==> src/rtl/decoder2x4_pkg.sv <==
// decoder2x4_pkg
// Shared types and constants for the registered 2-to-4 decoder:
//   state_e      - two-state FSM encoding (IDLE, HOLD)
//   ONEHOT_xx    - one-hot line patterns {y3,y2,y1,y0} for codes 00..11
//   ONEHOT_NONE  - all lines released
package decoder2x4_pkg;

    typedef enum logic {
        IDLE = 1'b0,
        HOLD = 1'b1
    } state_e;

    localparam logic [3:0] ONEHOT_NONE = 4'b0000;
    localparam logic [3:0] ONEHOT_00   = 4'b0001;
    localparam logic [3:0] ONEHOT_01   = 4'b0010;
    localparam logic [3:0] ONEHOT_10   = 4'b0100;
    localparam logic [3:0] ONEHOT_11   = 4'b1000;

endpackage : decoder2x4_pkg

==> src/rtl/decoder2x4_hold_dec2x4_comb.sv <==
// dec2x4_comb
// Pure combinational 2-to-4 decoder. Feeds the D input of the output
// register in decoder2x4_hold; it has no state of its own.
// Ports:
//   a1, a0          in   code (a1 = MSB)
//   y3, y2, y1, y0  out  one-hot decode of {a1,a0}
module dec2x4_comb
    import decoder2x4_pkg::*;
(
    input  logic a1,
    input  logic a0,
    output logic y3,
    output logic y2,
    output logic y1,
    output logic y0
);

    logic [3:0] y;

    // NOTE: every output of a combinational block gets a default before
    // the case, so no path leaves it unassigned and no latch is inferred.
    always_comb begin
        y = ONEHOT_NONE;
        unique case ({a1, a0})
            2'b00:   y = ONEHOT_00;
            2'b01:   y = ONEHOT_01;
            2'b10:   y = ONEHOT_10;
            2'b11:   y = ONEHOT_11;
            default: y = ONEHOT_NONE;
        endcase
    end

    assign {y3, y2, y1, y0} = y;

endmodule : dec2x4_comb

==> src/rtl/decoder2x4_hold.sv <==
// decoder2x4_hold
// Registered 2-to-4 decoder with a valid/ready input handshake. An accepted
// code drives its one-hot line for exactly HOLD cycles, then the line is
// released (or replaced without a gap by the next accepted code).
// Parameters:
//   HOLD  cycles each decoded line stays asserted (1..255)
//   CW    hold-counter width, 2**CW > HOLD
// Ports:
//   clk, rst_n      clock (rising edge), asynchronous active-low reset
//   en              block enable; low aborts a hold and blocks acceptance
//   in_valid        code present on a1,a0
//   a1, a0          code (a1 = MSB)
//   in_ready        block accepts a code this cycle (no path from in_valid)
//   y3..y0          registered one-hot decoded lines
//   out_valid       registered, high while any y line is asserted
module decoder2x4_hold
    import decoder2x4_pkg::state_e;
    import decoder2x4_pkg::IDLE;
#(
    parameter int HOLD = 4,
    parameter int CW   = 8
) (
    input  logic clk,
    input  logic rst_n,
    input  logic en,
    input  logic in_valid,
    input  logic a1,
    input  logic a0,
    output logic in_ready,
    output logic y3,
    output logic y2,
    output logic y1,
    output logic y0,
    output logic out_valid
);

    if (HOLD < 1 || HOLD > 255) begin : g_bad_hold
        $error("decoder2x4_hold: HOLD must be in 1..255");
    end
    if ((64'd1 << CW) <= HOLD) begin : g_bad_cw
        $error("decoder2x4_hold: CW too narrow for HOLD");
    end

    // The HOLD parameter shadows the state literal of the same name, so the
    // state is always written fully qualified below.
    localparam logic [CW-1:0] RELOAD = CW'(HOLD - 1);

    state_e          state_q, state_d;
    logic [CW-1:0]   cnt_q, cnt_d;
    logic [3:0]      y_q, y_d;
    logic            out_valid_q, out_valid_d;
    logic [3:0]      dec_y;
    logic            cnt_zero;
    logic            accept;

    dec2x4_comb u_dec (
        .a1 (a1),
        .a0 (a0),
        .y3 (dec_y[3]),
        .y2 (dec_y[2]),
        .y1 (dec_y[1]),
        .y0 (dec_y[0])
    );

    // Ready depends only on registered state and en; the counter is held at
    // zero in IDLE, but IDLE is named explicitly so intent stays obvious.
    assign cnt_zero = (cnt_q == '0);
    assign in_ready = en & ((state_q == IDLE) | cnt_zero);
    assign accept   = in_valid & in_ready;

    always_comb begin
        state_d = state_q;
        cnt_d   = cnt_q;
        y_d     = y_q;

        if (!en) begin
            // Abort: drop the line and forget the remaining hold time.
            state_d = IDLE;
            cnt_d   = '0;
            y_d     = decoder2x4_pkg::ONEHOT_NONE;
        end else begin
            unique case (state_q)
                IDLE: begin
                    if (accept) begin
                        state_d = decoder2x4_pkg::HOLD;
                        cnt_d   = RELOAD;
                        y_d     = dec_y;
                    end
                end
                decoder2x4_pkg::HOLD: begin
                    if (!cnt_zero) begin
                        cnt_d = cnt_q - CW'(1);
                    end else if (accept) begin
                        // Last hold cycle with a new code: swap lines on the
                        // same edge so there is neither gap nor overlap.
                        cnt_d = RELOAD;
                        y_d   = dec_y;
                    end else begin
                        state_d = IDLE;
                        y_d     = decoder2x4_pkg::ONEHOT_NONE;
                    end
                end
                default: begin
                    state_d = IDLE;
                    cnt_d   = '0;
                    y_d     = decoder2x4_pkg::ONEHOT_NONE;
                end
            endcase
        end
    end

    // out_valid is its own flop rather than an OR of y_q, so it cannot
    // glitch during a line swap.
    assign out_valid_d = |y_d;

    // NOTE: sequential state uses non-blocking assignments so every flop
    // samples the pre-edge values regardless of statement order.
    always_ff @(posedge clk or negedge rst_n) begin
        if (!rst_n) begin
            state_q     <= IDLE;
            cnt_q       <= '0;
            y_q         <= decoder2x4_pkg::ONEHOT_NONE;
            out_valid_q <= 1'b0;
        end else begin
            state_q     <= state_d;
            cnt_q       <= cnt_d;
            y_q         <= y_d;
            out_valid_q <= out_valid_d;
        end
    end

    assign {y3, y2, y1, y0} = y_q;
    assign out_valid        = out_valid_q;

endmodule : decoder2x4_hold

==> config.mk <==
export PLATFORM = sky130hd
export DESIGN_NAME = decoder2x4_hold
export DESIGN_NICKNAME = d
export VERILOG_FILES = /design/src/rtl/decoder2x4_pkg.sv /design/src/rtl/decoder2x4_hold_dec2x4_comb.sv /design/src/rtl/decoder2x4_hold.sv
export SDC_FILE = /design/constraint.sdc
export NUM_CORES = 1
export LEC_CHECK = 0
export BUFFER_PORTS_ARGS = -buffer_cell sky130_fd_sc_hd__buf_2
export CORE_MARGIN = 4
export CORE_UTILIZATION = 52
export CTS_CLUSTER_DIAMETER = 100
export CTS_CLUSTER_SIZE = 8
export DETAILED_ROUTE_END_ITERATION = 8
export GPL_ROUTABILITY_DRIVEN = 0
export GPL_TIMING_DRIVEN = 0
export PLACE_DENSITY = 0.84
export SKIP_LAST_GASP = 1
export SYNTH_ARGS = -nofsm -noshare
export SYNTH_HDL_FRONTEND = slang
export SYNTH_SLANG_ARGS = --single-unit
==> constraint.sdc <==
create_clock -name clk -period 2.38 [get_ports clk]
set_input_delay 0 -clock clk [delete_from_list [all_inputs] [get_ports clk]]
set_output_delay 0 -clock clk [all_outputs]
set_load 0.02 [all_outputs]
# == Word level (Yosys, flattened, before mapping) ==
# Cells that the tools add are included.
# totals
regBits,14
in_bits,6
out_inout_bits,6
word_cells,29
# op_classes
add_sub_neg,1
eq_ne,3
n_mux,14
bitwise,4
n_reduce_logical,3
# ops
op,count
$mux 8,3
$mux 4,4
$pmux 4 s4,1
$pmux 8 s2,1
$logic_not 8->1,1
$pmux 4 s2,1
$sub 8x1->8 const B,1
$eq 2x2->1 const B,2
$reduce_or 4->1,1
$mux 1,3
$and 1x1->1,2
$eq 2x1->1 const B,1
$logic_not 2->1,1
$pmux 1 s2,1
$not 1->1,1
$or 1x1->1,1

# == Logic depth before layout (Yosys ltp) ==
# Gate-level depths: netlist of run 1.
# depth
ltp_word,9
ltp_mapped,7
ltp_nobuf,6

# == By module ==
# Synthesis of run 1 repeated with hierarchy kept, for this count alone.
# unflattened
cells_unflattened,85
hier_area_um2,765.7
# modules_own_cells
mod,instances,cells_each,area_each_um2,seq_area_each_um2
decoder2x4_hold,1,81,739.5,350.3
dec2x4_comb,1,4,26.3,0.0

# == Least setup slack after synthesis of run 1 ==
# Ideal clock, no wire load.
# synth_path
kind,reg2reg
startpoint,reg cnt_q[4]
endpoint,reg y_q[0]
setup_ns,0.066
t_arrival_ns,1.698
required_time_ns,2.314
setup_slack_ns,0.616
stages_incl_launch_ff,6
n_path_buf,1
synth_period_minus_slack_ns,1.764
path_cell_list,dfrtp_1 or4_4 o41a_1 buf_6 nor3_4 a22o_1
# synth_via
elab_chain_len,8
elab_cells_between_ends,9
cone_classes,mux (5); bitwise (3); reduce/logical (1)
# synth_lines
item,line_no,rtl
from (decl),decoder2x4_hold.sv:49,"logic [CW-1:0] cnt_q, cnt_d;"
from (signal assigned),decoder2x4_hold.sv:126,cnt_q <= cnt_d;
$logic_not 8->1 *,decoder2x4_hold.sv:67,assign cnt_zero = (cnt_q == '0);
$or 1x1->1,decoder2x4_hold.sv:68,assign in_ready = en & ((state_q == IDLE) | cnt_zero);
$and 1x1->1,decoder2x4_hold.sv:68,
$and 1x1->1,decoder2x4_hold.sv:69,assign accept = in_valid & in_ready;
$mux 4,decoder2x4_hold.sv:93,end else if (accept) begin
$mux 4,decoder2x4_hold.sv:91,if (!cnt_zero) begin
$pmux 4 s2 *,decoder2x4_hold.sv:82,unique case (state_q)
$mux 4 *,decoder2x4_hold.sv:76,if (!en) begin
via y_d[0],decoder2x4_hold.sv:50,"logic [3:0] y_q, y_d;"
to (signal assigned),decoder2x4_hold.sv:122,y_q <= decoder2x4_pkg::ONEHOT_NONE;
to (signal assigned),decoder2x4_hold.sv:127,y_q <= y_d;
to (decl),decoder2x4_hold.sv:50,
# Mark *: on every way through the listed nets, which the timed path passes. The rest lies on a longest branch.

# == Worst setup path in the final report of run 1 ==
# layout_path
startpoint,reg cnt_q[5]
endpoint,out in_ready
# layout_via
elab_chain_len,3
# layout_lines
item,line_no,rtl
$logic_not 8->1,decoder2x4_hold.sv:67,
$or 1x1->1,decoder2x4_hold.sv:68,
$and 1x1->1,decoder2x4_hold.sv:68,
to (decl),decoder2x4_hold.sv:29,"output logic in_ready,"
# No other way between the ends.

==> results of run 1 <==
==> final cells by class <==
type | instances | share of cell area, %
Buffer | 1 | 1.32
Clock buffer | 4 | 4.25
Inverter | 6 | 2.64
Multi-Input combinational cell | 48 | 39.8
Sequential cell | 14 | 41.0
Tap cell | 15 | 2.20
Timing Repair Buffer | 13 | 8.78
==> cell usage in the layout (no fill, tap or decap), drive strengths merged, types with 2 or more instances in the layout <==
cell and n:
inv 6, a211oi 2, or4 3, o2bb2ai 3, a22o 2, dlygate4sd3 2, nor4 4, buf 12
dfrtp 14, a21oi 5, nand2 5, nor2 3, clkbuf 4, o21ai 3, nor3 5
==> power groups by stage <==
| stage | Clock (mW) | Sequential [mW] | Combinational [mW] |
|---|---|---|---|
| floorplan | 0 | 0.276 | 0.0786 |
| global placement | 0 | 0.272 | 0.114 |
| detailed placement | 0 | 0.273 | 0.115 |
| global route | 0.189 | 0.271 | 0.133 |
| finish | 0.173 | 0.268 | 0.119 |
| CTS | 0.174 | 0.268 | 0.120 |
==> metal layers <==
layer / vias to the layer above / part of all wire [%] / GRT usage [%]
li1: 299 / - / -
met1: 287 / 47 / 21.5
met2: 14 / 46 / 24.9
met3: 5 / 4.3 / 5.98
met4: 0 / 2.7 / 12.9
met5: - / 0 / 0
==> stage by stage <==
| stage | util, % | hold WS (ns) | total power, mW | instances |
|---|---|---|---|---|
| floorplan | - | -0.296 | 0.355 | 69 |
| global placement | 61.3 | -0.0964 | 0.386 | 95 |
| detailed placement | 61.3 | -0.0921 | 0.388 | 95 |
| CTS | 65.7 | 0.0220 | 0.562 | 101 |
| global route | 65.7 | 0.0302 | 0.593 | 101 |
| finish | 65.7 | 0.0246 | 0.561 | 101 |
==> cell usage after synthesis, drive strengths merged <==
cell type and number:
dfrtp 14, inv 6, a21oi 5, nand2 5, nor3 5, nor4 4, nor2 3, o21ai 3
o2bb2ai 3, or4 3, a211oi 2, a22o 2, a41o 1, buf 1, ha 1, mux2i 1
nand2b 1, nand3 1, nand4 1, nand4bb 1, o31ai 1, o41a 1, o41ai 1, or3 1
or3b 1, xnor2 1
==> state kept, by name, summed over array words and instances, names as in the netlist <==
name       cells
cnt_q          8
y_q            4
out_valid      1
state_q        1
==> logic make-up (layout without fill, tap and decap cells) <==
family          count (synthesis)  count (layout)  synth area share, %
compound gates                 19              19                 20.4
xor+xnor                        1               1                 1.21
simple gates                   26              26                 22.3
buf+inv                         7              24                 4.66
mux                             1               1                 1.38
fa+ha+maj                       1               1                 1.73
flops                          14              14                 48.4
==> critical path: cells and delay by family (launching register included) <==
family / cells / cell delay [ns]
and+or+nand+nor: 2 / 0.66
DFF: 1 / 0.43
AOI/OAI and AO/OA: 1 / 0.34
buffers and inverters: 2 / 0.31
==> how the worst max path moves through the flow <==
stage,end,cells past startpoint
3_3_place_gp,y_q[0],4
4_1_cts,in_ready,5
5_1_grt,in_ready,5
6_report,in_ready,5
3_5_place_dp,y_q[0],4
2_1_floorplan,y_q[0],5
==> timing repair <==
action / CTS / global route
hold buffers: 2 / 0
hold endpoints to repair: 17 / 0
setup buffers: 0 / 0
==> results.json, run 1 <==
{
  "worst_slew_pin_slew_ns": 0.445,
  "arrival_ns": 2.03,
  "finalSetupTns_ns": 0,
  "rows": 13,
  "powerDensity_nw_per_um2": 657,
  "multi_input_area_sq_um": 340,
  "fin_ws_ns": 0.354,
  "vias_per_cell": 5.99,
  "grt_pass1_wl_um": 2400,
  "cp-end-kind": "output port",
  "insertion_delay_ns": 0.29,
  "power_frac_clock_pct": 30.9,
  "dpl-instance-area_sq_um": 798,
  "relSlewSlack_pct": 70.0,
  "dp_slack_ns": 0.433,
  "yosysTopAreaCellShare_pct": 48.4,
  "cts_buffers": 3,
  "place.detailed.hpwl_um": 997,
  "wl_per_cell_um": 13.7,
  "switching_share_pct": 29.5,
  "drv_cap": 0,
  "gr-usage-all-layers_pct": 17.4,
  "netlist_area_sq_um": 724,
  "drc": 0,
  "min-delay-start": "en",
  "yosysSeqAreaShare_pct": 48.4,
  "die_x_um": 45.3,
  "startpoint": "cnt_q[5]",
  "r2r_cells": 4,
  "drt_iter0_drc": 9,
  "status": "complete, no violations",
  "critical-path-slowest-cell": "or4_4",
  "grt_max_degree": 15,
  "clock_sinks": 14,
  "cts_root_buf": "clkbuf_4",
  "slew_viol_final": 0,
  "design.core.area_sq_um": 1300,
  "required_ns": 2.38,
  "path_clk_slew_ns": 0.09,
  "seqCellArea_sq_um": 350,
  "final_area_sq_um": 855,
  "finalCriticalPeriod_ns": 2.03,
  "report.final.hold_viol_count": 0,
  "wl_um": 1390,
  "yosys_warnings": 0,
  "min-delay-path-class": "in -> reg",
  "combPwrFrac_pct": 21.2,
  "min_path_cells": 3,
  "worst_r2r_endpoint": "y_q[0]",
  "fmax_ghz": 0.494,
  "pin_count": 12,
  "synth_area_leaders": "dfrtp_1 48%, o2bb2ai_1 3.6%, a21oi_1 3.5%",
  "switchingPower_uw": 165,
  "r2r_setup_slack_ns": 0.39,
  "drive_gt1_share_pct": 24.4,
  "n_antenna_cell": 0,
  "numPortBuffers": 11,
  "start_util_pct": 55.7,
  "antenna_left": 0,
  "setup_viol": 0,
  "p_int_uw": 396,
  "clockBufferDepth": 2,
  "ys_types": 29,
  "cts_tree": "built",
  "period_share_pct": 85.1,
  "yosysTopAreaCell": "dfrtp_1",
  "syn_inst": 69,
  "cts.repair.resized": 0,
  "vias": 605,
  "final.fill_count": 100,
  "final_nets": 94,
  "grt_overflow_total": 0,
  "start_kind": "flip-flop",
  "syn-num-nets": 76,
  "crit_chain": "or4_4, o41a_1, buf_6, nor2_1, buf_2",
  "htreeDepth": 1,
  "fin_skew_ns": 0.00511,
  "p_leak_nw": 0.403,
  "slowest_delay_ns": 0.59,
  "rsz0062_at_grt": "no",
  "grt_antenna_before_repair": 0,
  "area_growth_pct": 18.0,
  "die_y_um": 45.3,
  "holdPathEnd": "cnt_q[5]",
  "peakVddDrop_uv": 384,
  "ys_ff_latch": 14,
  "critPathKind": "reg -> out",
  "seq_power_share_pct": 47.8,
  "avgSynthCellArea_sq_um": 10.5,
  "cp_max_fo": 9,
  "rr_startpoint": "cnt_q[5]",
  "grt_pass1_vias": 554,
  "die_area_sq_um": 2050,
  "first_pass_iters": 4
}
No activity file was read; power rests on OpenSTA's default activity.
==> run 2, diff against run 1 <==
--- a/config.mk
+++ b/config.mk
@@ -13,8 +13,9 @@
 export DETAILED_ROUTE_END_ITERATION = 8
 export GPL_ROUTABILITY_DRIVEN = 0
 export GPL_TIMING_DRIVEN = 0
-export PLACE_DENSITY = 0.84
+export PLACE_DENSITY = 0.71
 export SKIP_LAST_GASP = 1
+export SLEW_MARGIN = 0
 export SYNTH_ARGS = -nofsm -noshare
 export SYNTH_HDL_FRONTEND = slang
 export SYNTH_SLANG_ARGS = --single-unit
==> constraint.sdc (replaced) <==
create_clock -name clk -period 1.95 [get_ports clk]
set_input_delay 0 -clock clk [delete_from_list [all_inputs] [get_ports clk]]
set_output_delay 0 -clock clk [all_outputs]
set_load 0.02 [all_outputs]
==> run 2 against run 1 <==
  * Combinational power rose by 44%
  * Sequential cell count did not move
  * The run now ends with negative setup slack left
  * Non-clock buffer count rose by 4
  * First-iteration DRC count rose by 130%
  * Global-route usage rose by 0.82 points
  * Sequential power rose by 23%
  * Wire length rose by 17%
==> results.json, run 2 (synthesis gave the netlist of run 1 again) <==
{
  "final_cell_mix": "14 x dfrtp_1, 10 x buf_2, 6 x inv_1",
  "pin_count": 12,
  "status": "complete, but fails checks",
  "multi_input_area_sq_um": 360,
  "antenna_left": 0,
  "n_antenna_cell": 0,
  "p_leak_nw": 0.429,
  "insertion_delay_ns": 0.28,
  "die_y_um": 45.3,
  "period_share_pct": 100,
  "setup_viol": 1,
  "cts_buffers": 3,
  "grt_max_degree": 15,
  "rows": 13,
  "die_x_um": 45.3,
  "startpoint": "cnt_q[5]",
  "die_area_sq_um": 2050,
  "fin_ws_ns": -0.00850,
  "start_util_pct": 55.7,
  "worst_slew_pin_slew_ns": 0.371,
  "fmax_ghz": 0.511,
  "cp-end-kind": "output port",
  "design.core.area_sq_um": 1300,
  "drc": 0,
  "dpl-instance-area_sq_um": 798,
  "clock_sinks": 14,
  "vias_per_cell": 6.04,
  "largest_reg_flops": 8,
  "rr_startpoint": "cnt_q[5]",
  "cts_tree": "built",
  "stdcell_count": 105,
  "min-delay-path-class": "in -> reg",
  "gr-usage-all-layers_pct": 18.2,
  "max_flop_register": "cnt_q",
  "dp.cells": 95,
  "clockBufferDepth": 2,
  "first_pass_iters": 4,
  "violations": "negative setup slack",
  "numPortBuffers": 11,
  "vias": 634,
  "layout_commonest_cell": "dfrtp_1",
  "drt_iter0_drc": 21,
  "relSlewSlack_pct": 75.3,
  "rsz0062_at_grt": "yes",
  "grt_pass1_wl_um": 2650,
  "wl_um": 1620,
  "slowest_delay_ns": 0.57,
  "cp_max_fo": 9,
  "wl_per_cell_um": 15.4,
  "final.fill_count": 100,
  "slew_viol_final": 0,
  "required_ns": 1.95,
  "cts_root_buf": "clkbuf_4",
  "seqCellArea_sq_um": 350,
  "htreeDepth": 1,
  "final_nets": 98,
  "area_growth_pct": 25.2,
  "start_kind": "flip-flop",
  "finalCriticalPeriod_ns": 1.96,
  "final_area_sq_um": 907,
  "min-delay-start": "en",
  "place.detailed.hpwl_um": 1090,
  "crit_chain": "or4_4, o41a_1, buf_6, nor2_2, buf_4",
  "arrival_ns": 1.96,
  "grt_pass1_vias": 622,
  "top_regs": "cnt_q x8, y_q x4",
  "finalSetupTns_ns": -0.00850,
  "report.final.hold_viol_count": 0,
  "fin_util_pct": 69.7,
  "drive_gt1_share_pct": 30.0,
  "peakVddDrop_uv": 632,
  "critPathKind": "reg -> out",
  "fin_hold_ws_ns": 0.0368,
  "critical-path-slowest-cell": "or4_4",
  "r2r_setup_slack_ns": 0.09,
  "crit_family": "simple AND/OR/NAND/NOR gates",
  "grt_antenna_before_repair": 0,
  "path_buf_inv": 2,
  "path_clk_slew_ns": 0.08,
  "drv_cap": 0,
  "grt_overflow_total": 0,
  "fin_skew_ns": 0.00816,
  "powerDensity_nw_per_um2": 774
}
run 2: stage by stage:
| stage | worst slack [ns] | power, mW |
|---|---|---|
| finish | -0.00850 | 0.702 |
| global route | -0.0886 | 0.743 |
| CTS | -0.0211 | 0.698 |
| detailed placement | -0.139 | 0.477 |
| global placement | -0.0444 | 0.474 |
| floorplan | 0.186 | 0.433 |
run 2: final timing paths:
check | to | depth (start not counted)
min in group asynchronous | y_q[0] | 2
worst min register to register | y_q[2] | 1
max in group asynchronous | cnt_q[2] | 2
worst min-delay path | cnt_q[5] | 3
worst max-delay path | in_ready | 5
worst max register to register | y_q[0] | 5
run 2: timing repair:
| item | in CTS | in global routing |
|---|---|---|
| hold endpoints to repair | 16 | 0 |
| cloned | 0 | 0 |
| pin swaps | 1 | 1 |
| hold buffers | 2 | 0 |
| gates resized for setup | 2 | 2 |
| setup endpoints to repair | 6 | 5 |
| setup buffers | 3 | 1 |
run 2: layout make-up:
type / instances / area share (%)
multi-input cells: 48 / 39.7
flip-flops and latches: 14 / 38.6
repair buffers: 17 / 11.9
clock buffers: 4 / 4.00
inverters: 6 / 2.48
well taps: 15 / 2.07
plain buffers: 1 / 1.24
run 2: power breakdown:
| part | internal, mW | switching [mW] | leakage, nW | total (mW) |
|---|---|---|---|---|
| clock network | 0.114 | 0.0892 | 0.0210 | 0.203 |
| registers | 0.308 | 0.0204 | 0.188 | 0.329 |
| logic | 0.0755 | 0.0951 | 0.220 | 0.171 |
| total | 0.497 | 0.205 | 0.429 | 0.702 |
run 2: worst reg2reg max path: cells and delay by family (launching register included):
kind,cells,cell delay (ns)
AND/OR/NAND/NOR,2,0.74
AO/OA/AOI/OAI,2,0.51
flip-flops,1,0.41
buffers and inverters,1,0.15
run 2: metal layers:
layer / share of wire, % / GRT usage, % / vias up / wire, um
met5: 0 / 0 / - / 0
met4: 1.9 / 6.43 / 0 / 30
met3: 6.8 / 7.97 / 4 / 110
met2: 50 / 29.1 / 22 / 810
met1: 41 / 21.6 / 301 / 668
li1: - / - / 307 / -
==> run 3, diff against run 2 <==
--- a/config.mk
+++ b/config.mk
@@ -6,14 +6,13 @@
 export NUM_CORES = 1
 export LEC_CHECK = 0
 export BUFFER_PORTS_ARGS = -buffer_cell sky130_fd_sc_hd__buf_2
-export CORE_MARGIN = 4
-export CORE_UTILIZATION = 52
+export CORE_UTILIZATION = 47
 export CTS_CLUSTER_DIAMETER = 100
 export CTS_CLUSTER_SIZE = 8
 export DETAILED_ROUTE_END_ITERATION = 8
 export GPL_ROUTABILITY_DRIVEN = 0
 export GPL_TIMING_DRIVEN = 0
-export PLACE_DENSITY = 0.71
+export PLACE_DENSITY = 0.67
 export SKIP_LAST_GASP = 1
 export SLEW_MARGIN = 0
 export SYNTH_ARGS = -nofsm -noshare
==> constraint.sdc (replaced) <==
create_clock -name clk -period 1.6 [get_ports clk]
set_input_delay 0 -clock clk [delete_from_list [all_inputs] [get_ports clk]]
set_output_delay 0 -clock clk [all_outputs]
set_load 0.02 [all_outputs]
==> run 3 against run 2 <==
  * The run still ends with negative setup slack left
  * Sequential share of layout area down 4.6 points
  * Non-clock buffer count up 6
  * Combinational power up 62%
  * Sequential cell count unchanged
  * Total power up 33%
  * Utilization up 6.0 points
  * Register-to-register slack worse by 0.44 ns
  * Largest power group unchanged
  * Setup slack worse by 0.34 ns
  * Clock-buffer cell count unchanged
==> results.json, run 3 (synthesis gave the netlist of run 1 again) <==
{
  "status": "complete, but fails checks",
  "violations": "negative setup slack",
  "max_flop_register": "cnt_q",
  "cp-end-kind": "flip-flop",
  "peakVddDrop_uv": 901,
  "vias_per_cell": 5.73,
  "wl_per_cell_um": 15.3,
  "p_int_uw": 648,
  "grt_antenna_before_repair": 0,
  "fin_ws_ns": -0.347,
  "grt_pass1_wl_um": 2700,
  "first_pass_iters": 4,
  "wl_um": 1700,
  "cts_buffers": 3,
  "dp_slack_ns": -0.446,
  "final.fill_count": 101,
  "arrival_ns": 2.12,
  "drt_iter0_drc": 4,
  "setup_viol": 15,
  "layout_commonest_cell": "dfrtp_1",
  "area_growth_pct": 42.8,
  "powerDensity_nw_per_um2": 900,
  "top_regs": "cnt_q x8, y_q x4",
  "path_clk_slew_ns": 0.09,
  "critPathKind": "reg -> reg",
  "worst_slew_pin_slew_ns": 0.426,
  "p_leak_nw": 0.478,
  "use_met1_pct": 30.1,
  "grt_overflow_total": 0,
  "grt_max_degree": 15,
  "report.final.hold_viol_count": 0,
  "period_share_pct": 122,
  "required_ns": 1.78,
  "rows": 13,
  "cts_root_buf": "clkbuf_4",
  "slew_viol_final": 0,
  "power_frac_clock_pct": 26.8,
  "pin_count": 12,
  "crit_family": "simple AND/OR/NAND/NOR gates",
  "path_buf_inv": 2,
  "min-delay-path-class": "in -> reg",
  "seq_power_share_pct": 43.4,
  "fmax_ghz": 0.513,
  "slowest_delay_ns": 0.57,
  "use_met3_pct": 10.9,
  "htreeDepth": 1,
  "final_cell_mix": "13 x dfrtp_1, 10 x buf_2, 9 x buf_4, 6 x inv_1, 4 x nand2_1",
  "crit_chain": "or4_4, o41a_1, buf_6, buf_4, o21ai_4, nor2_1",
  "die_area_sq_um": 1700,
  "vias": 636,
  "top_usage_layer": "met2",
  "drive_gt1_share_pct": 44.8,
  "switching_share_pct": 30.4,
  "clockBufferDepth": 2,
  "die_y_um": 41.3,
  "switchingPower_uw": 283,
  "finalCriticalPeriod_ns": 1.95,
  "fin_skew_ns": 0.0119,
  "insertion_delay_ns": 0.28,
  "critical-path-slowest-cell": "or4_4",
  "largest_reg_flops": 8,
  "n_antenna_cell": 0,
  "antenna_left": 0,
  "die_x_um": 41.3,
  "start_kind": "flip-flop",
  "clock_sinks": 14,
  "met2_usage_pct": 42.6,
  "rsz0062_at_grt": "yes",
  "fin_hold_ws_ns": 0.0280,
  "cp_max_fo": 5,
  "drc": 0,
  "design.core.area_sq_um": 1370,
  "final_nets": 104,
  "relSlewSlack_pct": 71.4,
  "combPwrFrac_pct": 29.8,
  "start_util_pct": 53.0,
  "place.detailed.hpwl_um": 1060,
  "grt_pass1_vias": 602,
  "cts_tree": "built",
  "drv_cap": 0,
  "numPortBuffers": 11,
  "gr-usage-all-layers_pct": 25.1
}
-- run 3: cell types whose count changed in the layout (fill, tap and decap cells not counted), moves of 2 or more --
cell | previous run | this run
a211oi_1 | 2 | 0
buf_4 | 5 | 9
a21oi_2 | 0 | 2
nor3_1 | 4 | 2
nor3_4 | 1 | 3
a21oi_1 | 5 | 3
a211oi_2 | 0 | 2
-- run 3: worst register-to-register path, delay by kind of cell (launching register included) --
kind	cells	cell delay, ns
compound gates	2	0.52
buf+inv	2	0.29
flops	1	0.40
simple gates	2	0.64
-- run 3: power groups by stage --
| stage | Clock, mW | Combinational (mW) | Sequential, mW |
|---|---|---|---|
| floorplan | 0 | 0.117 | 0.411 |
| detailed placement | 0 | 0.177 | 0.406 |
| CTS | 0.253 | 0.256 | 0.400 |
| global route | 0.270 | 0.303 | 0.409 |
| finish | 0.250 | 0.277 | 0.404 |
| global placement | 0 | 0.173 | 0.406 |
-- run 3: path summary, 6_finish.rpt --
kind | from | to | slack [ns] | cells past startpoint
max in group asynchronous | rst_n | cnt_q[0] | 1.21 | 2
max | cnt_q[3] | cnt_q[7] | -0.35 | 6
min | en | cnt_q[6] | 0.03 | 3
min reg2reg | y_q[2] | y_q[2] | 0.51 | 1
min in group asynchronous | rst_n | cnt_q[6] | 0.12 | 2
max reg2reg | cnt_q[3] | cnt_q[7] | -0.35 | 6
-- run 3: timing repair --
item / CTS / global route
endpoints found under the setup margin: 15 / 15
pin swaps: 4 / 3
hold endpoints to repair: 16 / 0
resized for setup: 13 / 6
buffers inserted: 8 / 2
hold buffers: 2 / 0
-- run 3: layer usage --
metal  vias to the layer above  share of wire, %
met5                         -                 0
li1                        319                 -
met3                         2               4.1
met4                         0              0.47
met2                        15                51
met1                       300                44
-- run 3: cell type report --
cell class	instances	area, sq um	area share (%)
Multi-Input combinational cell	48	425	41.1
Clock buffer	4	36.3	3.51
Tap cell	15	18.8	1.81
Timing Repair Buffer	23	169	16.3
Inverter	6	22.5	2.18
Buffer	1	11.3	1.09
Sequential cell	14	352	34.0
-- run 3: through the flow --
stage / instance area (sq um) / util [%] / power (mW) / std cells / setup TNS, ns
global route: 1030 / 75.7 / 0.982 / 111 / -5.40
finish: 1030 / 75.7 / 0.931 / 111 / -4.35
CTS: 992 / 72.6 / 0.909 / 109 / -3.87
detailed placement: 798 / 58.4 / 0.583 / 95 / -3.86
floorplan: 724 / - / 0.528 / 69 / -1.48
global placement: 798 / 58.4 / 0.579 / 95 / -3.61
